`src/rtl/pong_pkg.sv`:
```
// rtl/pong_pkg.sv - shared Pong geometry, state encoding and paddle motion helper
package pong_pkg;

    localparam logic [9:0] TELA_L    = 10'd640;
    localparam logic [9:0] TELA_A    = 10'd480;
    localparam logic [9:0] PAREDE    = 10'd6;
    localparam logic [9:0] BOLA_TAM  = 10'd20;
    localparam logic [9:0] BARRA_L   = 10'd15;
    localparam logic [9:0] BARRA_A   = 10'd80;
    localparam logic [9:0] BARRA_E_X = 10'd0;
    localparam logic [9:0] BARRA_D_X = 10'd630;
    localparam logic [9:0] CENTRO_X  = 10'd310;
    localparam logic [9:0] CENTRO_Y  = 10'd230;

    // Derived limits: ball/paddle travel range, bounce columns and the right goal line
    localparam logic [9:0] BOLA_Y_MAX  = TELA_A - BOLA_TAM;
    localparam logic [9:0] BARRA_Y_MAX = TELA_A - BARRA_A;
    localparam logic [9:0] BATE_E      = BARRA_E_X + BARRA_L + 10'd1;
    localparam logic [9:0] BATE_D      = BARRA_D_X - BOLA_TAM;
    localparam logic [9:0] GOL_D       = TELA_L - BOLA_TAM;

    typedef enum logic [2:0] {ESPERA, SAQUE, JOGO, PONTO, FIM} estado_t;

    function automatic logic [9:0] mover_barra(input logic [9:0] y, input logic up,
                                               input logic down, input logic [9:0] vel);
        logic [10:0] soma;
        soma = {1'b0, y} + {1'b0, vel};
        mover_barra = y;
        if (up && !down)
            mover_barra = (y < PAREDE + vel) ? PAREDE : y - vel;
        else if (down && !up)
            mover_barra = (soma >= {1'b0, BARRA_Y_MAX}) ? BARRA_Y_MAX : soma[9:0];
    endfunction

endpackage

```
`src/rtl/sync_borda.sv`:
```
// rtl/sync_borda.sv - 2-FF synchronizer with registered rising-edge pulse
module sync_borda (
    input  logic Clock,
    input  logic Reset,
    input  logic din,
    output logic level,
    output logic pulse
);

    logic s1, s2, s3;

    always_ff @(posedge Clock) begin
        if (Reset) begin
            s1    <= 1'b0;
            s2    <= 1'b0;
            s3    <= 1'b0;
            pulse <= 1'b0;
        end else begin
            s1    <= din;
            s2    <= s1;
            s3    <= s2;
            pulse <= s2 & ~s3;
        end
    end

    assign level = s2;

endmodule

```
`src/rtl/pong_logica.sv`:
```
// rtl/pong_logica.sv - Pong game-state engine: paddles, ball, scoring and match sequence
module pong_logica
    import pong_pkg::*;
#(
    parameter int VEL_BOLA     = 2,
    parameter int VEL_BARRA    = 4,
    parameter int PLACAR_MAX   = 9,
    parameter int ESPERA_SAQUE = 60
) (
    input  logic       Clock,
    input  logic       Reset,
    input  logic       VSync,
    input  logic       start,
    input  logic       btn_e_up,
    input  logic       btn_e_down,
    input  logic       btn_d_up,
    input  logic       btn_d_down,
    output logic [9:0] bola_x,
    output logic [9:0] bola_y,
    output logic [9:0] barra_e_y,
    output logic [9:0] barra_d_y,
    output logic [3:0] placar_e,
    output logic [3:0] placar_d
);

    localparam logic [9:0] VB   = 10'(VEL_BOLA);
    localparam logic [9:0] VR   = 10'(VEL_BARRA);
    localparam logic [3:0] PMAX = 4'(PLACAR_MAX);
    localparam int         CW   = $clog2(ESPERA_SAQUE + 1);
    localparam logic [CW-1:0] CNT_FIM = CW'(ESPERA_SAQUE - 1);

    // Index order: VSync, start, e_up, e_down, d_up, d_down
    logic [5:0] entradas, niveis, pulsos;
    logic       unused_sinais;

    assign entradas = {btn_d_down, btn_d_up, btn_e_down, btn_e_up, start, VSync};

    for (genvar i = 0; i < 6; i++) begin : g_sync
        sync_borda u_sync (
            .Clock (Clock),
            .Reset (Reset),
            .din   (entradas[i]),
            .level (niveis[i]),
            .pulse (pulsos[i])
        );
    end

    // Frame and start act on edges, the paddle buttons on levels
    assign unused_sinais = &{1'b0, niveis[1:0], pulsos[5:2]};

    estado_t       estado;
    logic [CW-1:0] cnt;
    logic          dir_x, dir_y, ponto_e;
    logic [10:0]   nx, ny;
    logic          sobre_e, sobre_d, perde_e, perde_d;
    logic          tick, start_p;

    assign tick    = pulsos[0];
    assign start_p = pulsos[1];

    always_comb begin
        nx = dir_x ? {1'b0, bola_x} + {1'b0, VB} : {1'b0, bola_x} - {1'b0, VB};
        ny = dir_y ? {1'b0, bola_y} + {1'b0, VB} : {1'b0, bola_y} - {1'b0, VB};
        sobre_e = ({1'b0, bola_y} + {1'b0, BOLA_TAM} > {1'b0, barra_e_y}) &&
                  ({1'b0, bola_y} < {1'b0, barra_e_y} + {1'b0, BARRA_A});
        sobre_d = ({1'b0, bola_y} + {1'b0, BOLA_TAM} > {1'b0, barra_d_y}) &&
                  ({1'b0, bola_y} < {1'b0, barra_d_y} + {1'b0, BARRA_A});
        // Left miss is decided on the current x so the subtraction above may wrap harmlessly
        perde_e = !dir_x && (bola_x < VB + 10'd1);
        perde_d = dir_x && (nx >= {1'b0, GOL_D}) && !sobre_d;
    end

    always_ff @(posedge Clock) begin
        if (Reset) begin
            estado    <= ESPERA;
            cnt       <= '0;
            dir_x     <= 1'b1;
            dir_y     <= 1'b1;
            ponto_e   <= 1'b0;
            bola_x    <= CENTRO_X;
            bola_y    <= CENTRO_Y;
            barra_e_y <= 10'd200;
            barra_d_y <= 10'd200;
            placar_e  <= 4'd0;
            placar_d  <= 4'd0;
        end else begin
            case (estado)
                ESPERA: if (start_p) begin
                    estado <= SAQUE;
                    cnt    <= '0;
                end
                SAQUE: if (tick) begin
                    barra_e_y <= mover_barra(barra_e_y, niveis[2], niveis[3], VR);
                    barra_d_y <= mover_barra(barra_d_y, niveis[4], niveis[5], VR);
                    if (cnt == CNT_FIM) begin
                        estado <= JOGO;
                        cnt    <= '0;
                    end else begin
                        cnt <= cnt + 1'b1;
                    end
                end
                JOGO: if (tick) begin
                    barra_e_y <= mover_barra(barra_e_y, niveis[2], niveis[3], VR);
                    barra_d_y <= mover_barra(barra_d_y, niveis[4], niveis[5], VR);
                    if (perde_e || perde_d) begin
                        estado  <= PONTO;
                        ponto_e <= perde_d;
                    end else begin
                        if (!dir_x && nx <= {1'b0, BATE_E} && sobre_e) begin
                            bola_x <= BATE_E;
                            dir_x  <= 1'b1;
                        end else if (dir_x && nx >= {1'b0, BATE_D} && sobre_d) begin
                            bola_x <= BATE_D;
                            dir_x  <= 1'b0;
                        end else begin
                            bola_x <= nx[9:0];
                        end
                        if (ny <= {1'b0, PAREDE}) begin
                            bola_y <= PAREDE;
                            dir_y  <= 1'b1;
                        end else if (ny >= {1'b0, BOLA_Y_MAX}) begin
                            bola_y <= BOLA_Y_MAX;
                            dir_y  <= 1'b0;
                        end else begin
                            bola_y <= ny[9:0];
                        end
                    end
                end
                PONTO: begin
                    bola_x <= CENTRO_X;
                    bola_y <= CENTRO_Y;
                    cnt    <= '0;
                    // Serve goes toward the player who just conceded
                    if (ponto_e) begin
                        placar_e <= placar_e + 4'd1;
                        dir_x    <= 1'b1;
                        estado   <= (placar_e + 4'd1 == PMAX) ? FIM : SAQUE;
                    end else begin
                        placar_d <= placar_d + 4'd1;
                        dir_x    <= 1'b0;
                        estado   <= (placar_d + 4'd1 == PMAX) ? FIM : SAQUE;
                    end
                end
                FIM: if (start_p) begin
                    placar_e <= 4'd0;
                    placar_d <= 4'd0;
                    cnt      <= '0;
                    estado   <= SAQUE;
                end
                default: estado <= ESPERA;
            endcase
        end
    end

endmodule
```
`config.mk`:
```
export PLATFORM = sky130hd
export DESIGN_NAME = pong_logica
export DESIGN_NICKNAME = d
export VERILOG_FILES = /design/src/rtl/pong_pkg.sv /design/src/rtl/sync_borda.sv /design/src/rtl/pong_logica.sv
export SDC_FILE = /design/constraint.sdc
export NUM_CORES = 1
export LEC_CHECK = 0
export CAP_MARGIN = 40
export CORE_MARGIN = 3
export CORE_UTILIZATION = 50
export CTS_CLUSTER_DIAMETER = 120
export DETAILED_ROUTE_END_ITERATION = 8
export GPL_TIMING_DRIVEN = 1
export PLACE_DENSITY = 0.77
export RECOVER_POWER = 25
export SLEW_MARGIN = 10
export SYNTH_ARGS = -nofsm -noshare
export SYNTH_HDL_FRONTEND = slang
export SYNTH_SLANG_ARGS = --single-unit
```
`constraint.sdc`:
```
create_clock -name Clock -period 4.1 [get_ports Clock]
set_clock_uncertainty 0.1 [all_clocks]
set_input_delay 0.615 -clock Clock [delete_from_list [all_inputs] [get_ports Clock]]
set_output_delay 0.615 -clock Clock [all_outputs]
set_load 0.1 [all_outputs]
```
# [Yosys cells after proc, flatten, opt, wreduce, memory -nomap -nowiden]
# Cells that the tools add are included.
[totals] elab_cells=162 regBits=76 output_inout_bits=48 input_bits=8
[classes] bitwise=5 eq_ne=17 n_mux=46 add_sub_neg=14 order_cmp=14 n_reduce_logical=39
[ops] op="10-bit 2-to-1 mux" count=16
[ops] op="10-bit one-hot mux with 2 select lines" count=2
[ops] op="11-bit by 9-bit >= comparator with 1-bit output, second input constant" count=3
[ops] op="3-bit 2-to-1 mux" count=8
[ops] op="10-bit by 2-bit adder with 11-bit output, second input constant" count=2
[ops] op="10-bit by 3-bit adder with 11-bit output, second input constant" count=2
[ops] op="10-bit by 7-bit adder with 11-bit output, second input constant" count=2
[ops] op="11-bit by 10-bit >= comparator with 1-bit output, second input constant" count=2
[ops] op="11-bit by 10-bit greater-than comparator with 1-bit output" count=2
[ops] op="10-bit by 11-bit < comparator with 1-bit output" count=2
[ops] op="11-bit 2-to-1 mux" count=2
[ops] op="10-bit by 2-bit subtractor with 11-bit output, second input constant" count=2
[ops] op="3-bit AND reduction" count=7
[ops] op="10-bit by 4-bit < comparator with 1-bit output, second input constant" count=2
[ops] op="10-bit by 3-bit subtractor with 10-bit output, second input constant" count=2
[ops] op="6-bit 2-to-1 mux" count=3
[ops] op="6-bit one-hot mux with 3 select lines" count=1
[ops] op="4-bit one-hot mux with 2 select lines" count=2
[ops] op="1-bit logical AND" count=13
[ops] op="4-bit 2-to-1 mux" count=3
[ops] op="3-bit one-hot mux with 4 select lines" count=1
[ops] op="10-bit by 5-bit adder with 11-bit output, second input constant" count=1
[ops] op="11-bit by 3-bit <= comparator with 1-bit output, second input constant" count=1
[ops] op="11-bit by 5-bit <= comparator with 1-bit output, second input constant" count=1
[ops] op="23 further kinds" count=53

# [Depth between registers and ports, before layout]
[depth] depth_word=10 mapped_depth=14 depth_no_buf=13

# [Cells and area by module]
# A second synthesis with hierarchy kept.
[hier_totals] cells_unflattened=757 area_unflattened_um2=6130.9
[modules_own_cells] module="pong_logica" area_per_inst_um2=5462.7 cells_per_inst=709 seq_area_each_um2=1121.1 n_inst=1
[modules_own_cells] module="sync_borda" area_per_inst_um2=111.4 cells_per_inst=8 seq_area_each_um2=80.1 n_inst=6

# [Worst setup path after synthesis]
# No wires, ideal clock.
[synth_timing] kind="reg-to-reg" start="register bola_y[2]" end="register bola_y[2]" setup_ns=0.125 path_stages_with_launch=13 n_path_buf=0 t_arrival_ns=3.582 setup_slack_ns=0.292 required_time_ns=3.875 synth_period_minus_slack_ns=3.808 path_cell_list="dfxtp_1 ha_1 o2111ai_1 xnor2_1 ha_1 a21o_1 a21oi_1 a21oi_1 a21oi_1 a21o_1 a211oi_4 nand3_2 o41a_1"
[synth_via] elab_chain_len=8 elab_cells_between_ends=19 classes_between="add/sub (3); order compare (4); eq/ne (1); mux (6); reduce/logical (5)"
[synth_rtl] element="start, declared" line_no="pong_logica.sv:19" text="output logic [9:0] bola_y,"
[synth_rtl] element="start signal, assigned" line_no="pong_logica.sv:125" text="bola_y <= ny[9:0];"
[synth_rtl] element="10-bit by 2-bit subtractor with 11-bit output, or another cell as far along" line_no="pong_logica.sv:63" text="ny = dir_y ? {1'b0, bola_y} + {1'b0, VB} : {1'b0, bola_y} - {1'b0, VB};"
[synth_rtl] element="11-bit 2-to-1 mux / 11-bit by 10-bit greater-than comparator with 1-bit output (equally long branches)" line_no="pong_logica.sv:63, pong_logica.sv:66"
[synth_rtl] element="11-bit by 9-bit >= comparator with 1-bit output / 1-bit logical AND (equally long branches)" line_no="pong_logica.sv:121, pong_logica.sv:66"
[synth_rtl] element="10-bit 2-to-1 mux / 1-bit zero test (equally long branches)" line_no="pong_logica.sv:121, pong_logica.sv:70"
[synth_rtl] element="10-bit 2-to-1 mux / 1-bit logical AND (equally long branches)" line_no="pong_logica.sv:118, pong_logica.sv:70"
[synth_rtl] element="10-bit 2-to-1 mux / 1-bit logical OR (equally long branches)" line_no="pong_logica.sv:105" text="if (perde_e || perde_d) begin"
[synth_rtl] element="10-bit 2-to-1 mux / 2-bit != test (equally long branches)"
[synth_rtl] element="10-bit one-hot mux with 2 select lines / 3-bit AND reduction (equally long branches)"
# Several ways; a longest one is shown, not always the timed one. The select of a mux whose other input is x is not followed.
# A chain may end at the register's enable or synchronous reset.

# [Final worst setup path]
[layout_timing] start="register dir_x" end="register bola_y[2]"
[layout_via] elab_chain_len=7 elab_cells_between_ends=9 classes_between="order compare (1); eq/ne (1); mux (1); reduce/logical (6)"
[layout_rtl] element="start, declared" line_no="pong_logica.sv:53" text="logic dir_x, dir_y, ponto_e;"
[layout_rtl] element="start signal, assigned" line_no="pong_logica.sv:77" text="dir_x <= 1'b1;"
[layout_rtl] element="start signal, assigned" line_no="pong_logica.sv:111" text="dir_x <= 1'b1;"
[layout_rtl] element="start signal, assigned" line_no="pong_logica.sv:114" text="dir_x <= 1'b0;"
[layout_rtl] element="11-bit 2-to-1 mux" line_no="pong_logica.sv:62" text="nx = dir_x ? {1'b0, bola_x} + {1'b0, VB} : {1'b0, bola_x} - {1'b0, VB};"
[layout_rtl] element="11-bit by 10-bit >= comparator with 1-bit output" line_no="pong_logica.sv:70" text="perde_d = dir_x && (nx >= {1'b0, GOL_D}) && !sobre_d;"
[layout_rtl] element="1-bit logical AND (2 in a row)" line_no="pong_logica.sv:70"
[layout_rtl] element="1-bit logical OR *" line_no="pong_logica.sv:105"
[layout_rtl] element="2-bit != test (no line) *"
[layout_rtl] element="3-bit AND reduction (no line) *"
# Every way passes the cells marked *; elsewhere a longest branch is shown, timed or not.

==> results_dict.tcl <==
set metrics [dict create \
    synth-simple-area-share_pct 22.3 \
    post-route-period-util_pct 89.5 \
    cts_tree "done" \
    cp_max_fo 11 \
    synthAdderAreaFrac_pct 15.5 \
    synth_compound_gate_area_share_pct 28.4 \
    synthArstFlopShare_pct 0 \
    portBuffers 51 \
    pwr-share-seq_pct 28.3 \
    synth_top_family_by_area "compound AO/OA/AOI/OAI gates" \
    slew_viol_final 37 \
    pwr-share-clk_pct 30.8 \
    synth-xor-area-share_pct 4.32 \
    grt_max_degree 37 \
    via_per_inst 6.29 \
    vias 6301 \
    cp-end-kind "flip-flop" \
    syn_inst 777 \
    power_switching_uw 1100 \
    wl_per_cell_um 16.8 \
    maxSlewHeadroom_pct -18.7 \
    critPathKind "reg -> reg" \
    antenna_found_initial 0 \
    p_sw_share_pct 39.4 \
    ys_seq_elements 72 \
    clock_path_buffers 2 \
    wirelength_um 16800 \
    power_frac_comb_pct 40.8 \
    synth_area_leaders "dfxtp_1, ha_1, a21oi_1" \
    num_rows 39 \
    startpoint_type "flip-flop" \
    peakVddDrop_mv 0.471 \
    final_util_pct 65.5 \
    synth_flop_cell "dfxtp_1" \
    seqCellArea_um2 1440 \
    firstDrtPassIters 7 \
    multiInputGateArea_um2 4310 \
    muxShareOfSynthArea_pct 0.165 \
    fillers 949 \
    worst_pin_slew_ns 1.78 \
    rsz0062_at_grt "no" \
    die_y_um 116 \
    dieArea_um2 13500 \
    cellLeakagePower_uw 0.00307 \
    cts.sinks 72 \
    grt-ovfl-total 0 \
    pwr_density_cell_nw_per_um2 365 \
    clock_latency_ns 0.34 \
    fin_crit_ns 3.67 \
    syn-cell-area_um2 6080 \
    worstPathArrival_ns 3.79 \
    path_clk_slew_ns 0.06 \
    yosys.area.top_type "dfxtp_1" \
    status "complete, but fails checks" \
    placedCellCount 985 \
    place_congestion 0.935 \
    setup_viol 0 \
    core_area_um2 11700 \
    clockRootBuffer "clkbuf_16" \
    power.internal_uw 1690 \
    whs_ns 0.289 \
    drc 0 \
    hold_violations 0 \
    synth_enable_flop_cells 0 \
    cp.required_ns 4.22 \
    chipWidth_um 116 \
    syn2layout_area_growth_pct 25.6 \
    maxCapViolations 1 \
    violations "capacitance limit, slew limit" \
    postCtsSetupBuffers 0 \
    diodes 0 \
    postSynthAreaPerCell_um2 7.83 \
    grt_pass1_wl_um 27800 \
    synthDistinctLibCells 78 \
    cts.htree.levels 3 \
    netlist.area_leader.share_pct 23.7 \
    io_pins 56 \
    hold_class "reg -> reg" \
    track_usage_pct 25.1 \
    final_nets 935 \
    synth_warnings 0 \
    hold_buffers 0 \
    detailed_place_hpwl_um 12500 \
    cts_buffers 9 \
    final_cells 1001 \
    fin_tns_setup_ns 0 \
    start_util_pct 52.2 \
    ys_seq_area_share_pct 23.7 \
    antenna_left 0 \
    cts_resized 0 \
    grt_pass1_vias 5901 \
    drive_gt1_share_pct 9.32 \
    timing.fmax_ghz 0.273 \
    first_iter_violations 634 \
]
==> cells in the mapped netlist, drive strengths merged (12+ instances only) <==
library cell and instances:
xor2 12, o211ai 12, inv 49, nand3 21, nand2 46, dfxtp 72
xnor2 18, nor2 74, clkbuf 30, a21oi 66, a21o 12, o21ai 48
nor3 27, nor2b 18, ha 72, a211oi 16
==> flip-flops by register name, summed over array words and instances, names as in the netlist, 2 cells and up <==
signal,count
barra_d_y,9
g_sync.u_sync.pulse,2
estado,3
bola_y,9
barra_e_y,9
cnt,6
placar_e,4
g_sync.u_sync.s3,2
bola_x,9
placar_d,4
g_sync.u_sync.level,6
g_sync.u_sync.s1,6
==> worst max-delay path: stages (launching register included) <==
cell      delay, ns
dfxtp_1        0.37
inv_1          0.22
ha_1           0.50
nand2_1        0.16
o2111a_1       0.25
or4_1          0.62
nand3_1        0.18
a21boi_4       0.09
a211oi_4       0.44
nand3_2        0.22
o41a_1         0.40
==> worst paths after layout <==
kind,slack (ns),from,endpoint,depth (start not counted)
worst max-delay path,0.43,dir_x,bola_y[2],10
worst min-delay path,0.29,g_sync[1].u_sync.s3,g_sync[1].u_sync.pulse,1
worst max register to register,0.43,dir_x,bola_y[2],10
worst min register to register,0.29,g_sync[1].u_sync.s3,g_sync[1].u_sync.pulse,1
==> power groups by stage <==
stage	combinational, uW	sequential [uW]	clock, uW
after floorplan	747	905	0
after global placement	1050	806	0
after detailed placement	1120	806	0
after CTS	1130	791	861
after global routing	1240	800	896
final	1140	792	861
==> logic make-up (layout without fill, tap and decap cells) <==
kind of cell | Yosys count | count (layout)
other | 1 | 4
xor gates and xnor gates | 30 | 30
AOI/OAI and AO/OA | 249 | 249
and+or+nand+nor | 265 | 265
adders and majority gates | 74 | 74
muxes | 1 | 1
DFF | 72 | 72
buffers and inverters | 85 | 163
==> final cells by class <==
type	instances	share of cell area [%]
well taps	143	2.34
multi-input cells	623	56.4
clock inverters	6	1.18
clock buffers	10	3.00
inverters	49	2.41
flip-flops and latches	72	18.9
repair buffers	98	15.8
==> stage by stage <==
| step | cell area, um^2 | power, uW | setup WS (ns) |
|---|---|---|---|
| after global routing | 7640 | 2940 | 0.202 |
| after floorplan | 6090 | 1650 | 0.292 |
| after global placement | 6640 | 1860 | 0.558 |
| after detailed placement | 7330 | 1930 | 0.492 |
| after CTS | 7650 | 2780 | 0.476 |
| final | 7640 | 2790 | 0.431 |
==> placed cells by master (no fill, tap or decap), types with 20 or more instances in the layout <==
cell,Yosys,layout
nor2_1,74,74
ha_1,72,72
dfxtp_1,72,72
a21oi_1,66,66
clkdlybuf4s50_1,0,50
inv_1,49,49
nand2_1,46,46
o21ai_0,43,43
buf_8,0,42
nor3_1,27,27
nand3_1,20,20
==> per-layer routing <==
| layer | part of all wire, % | global-route usage [%] | vias to the layer above |
|---|---|---|---|
| met5 | 0 | 0 | - |
| met4 | 2.4 | 7.58 | 0 |
| met3 | 6.7 | 3.94 | 47 |
| met2 | 49 | 43.8 | 296 |
| met1 | 42 | 31.8 | 2943 |
| li1 | - | - | 3015 |
(Power assumes the default switching activity.)
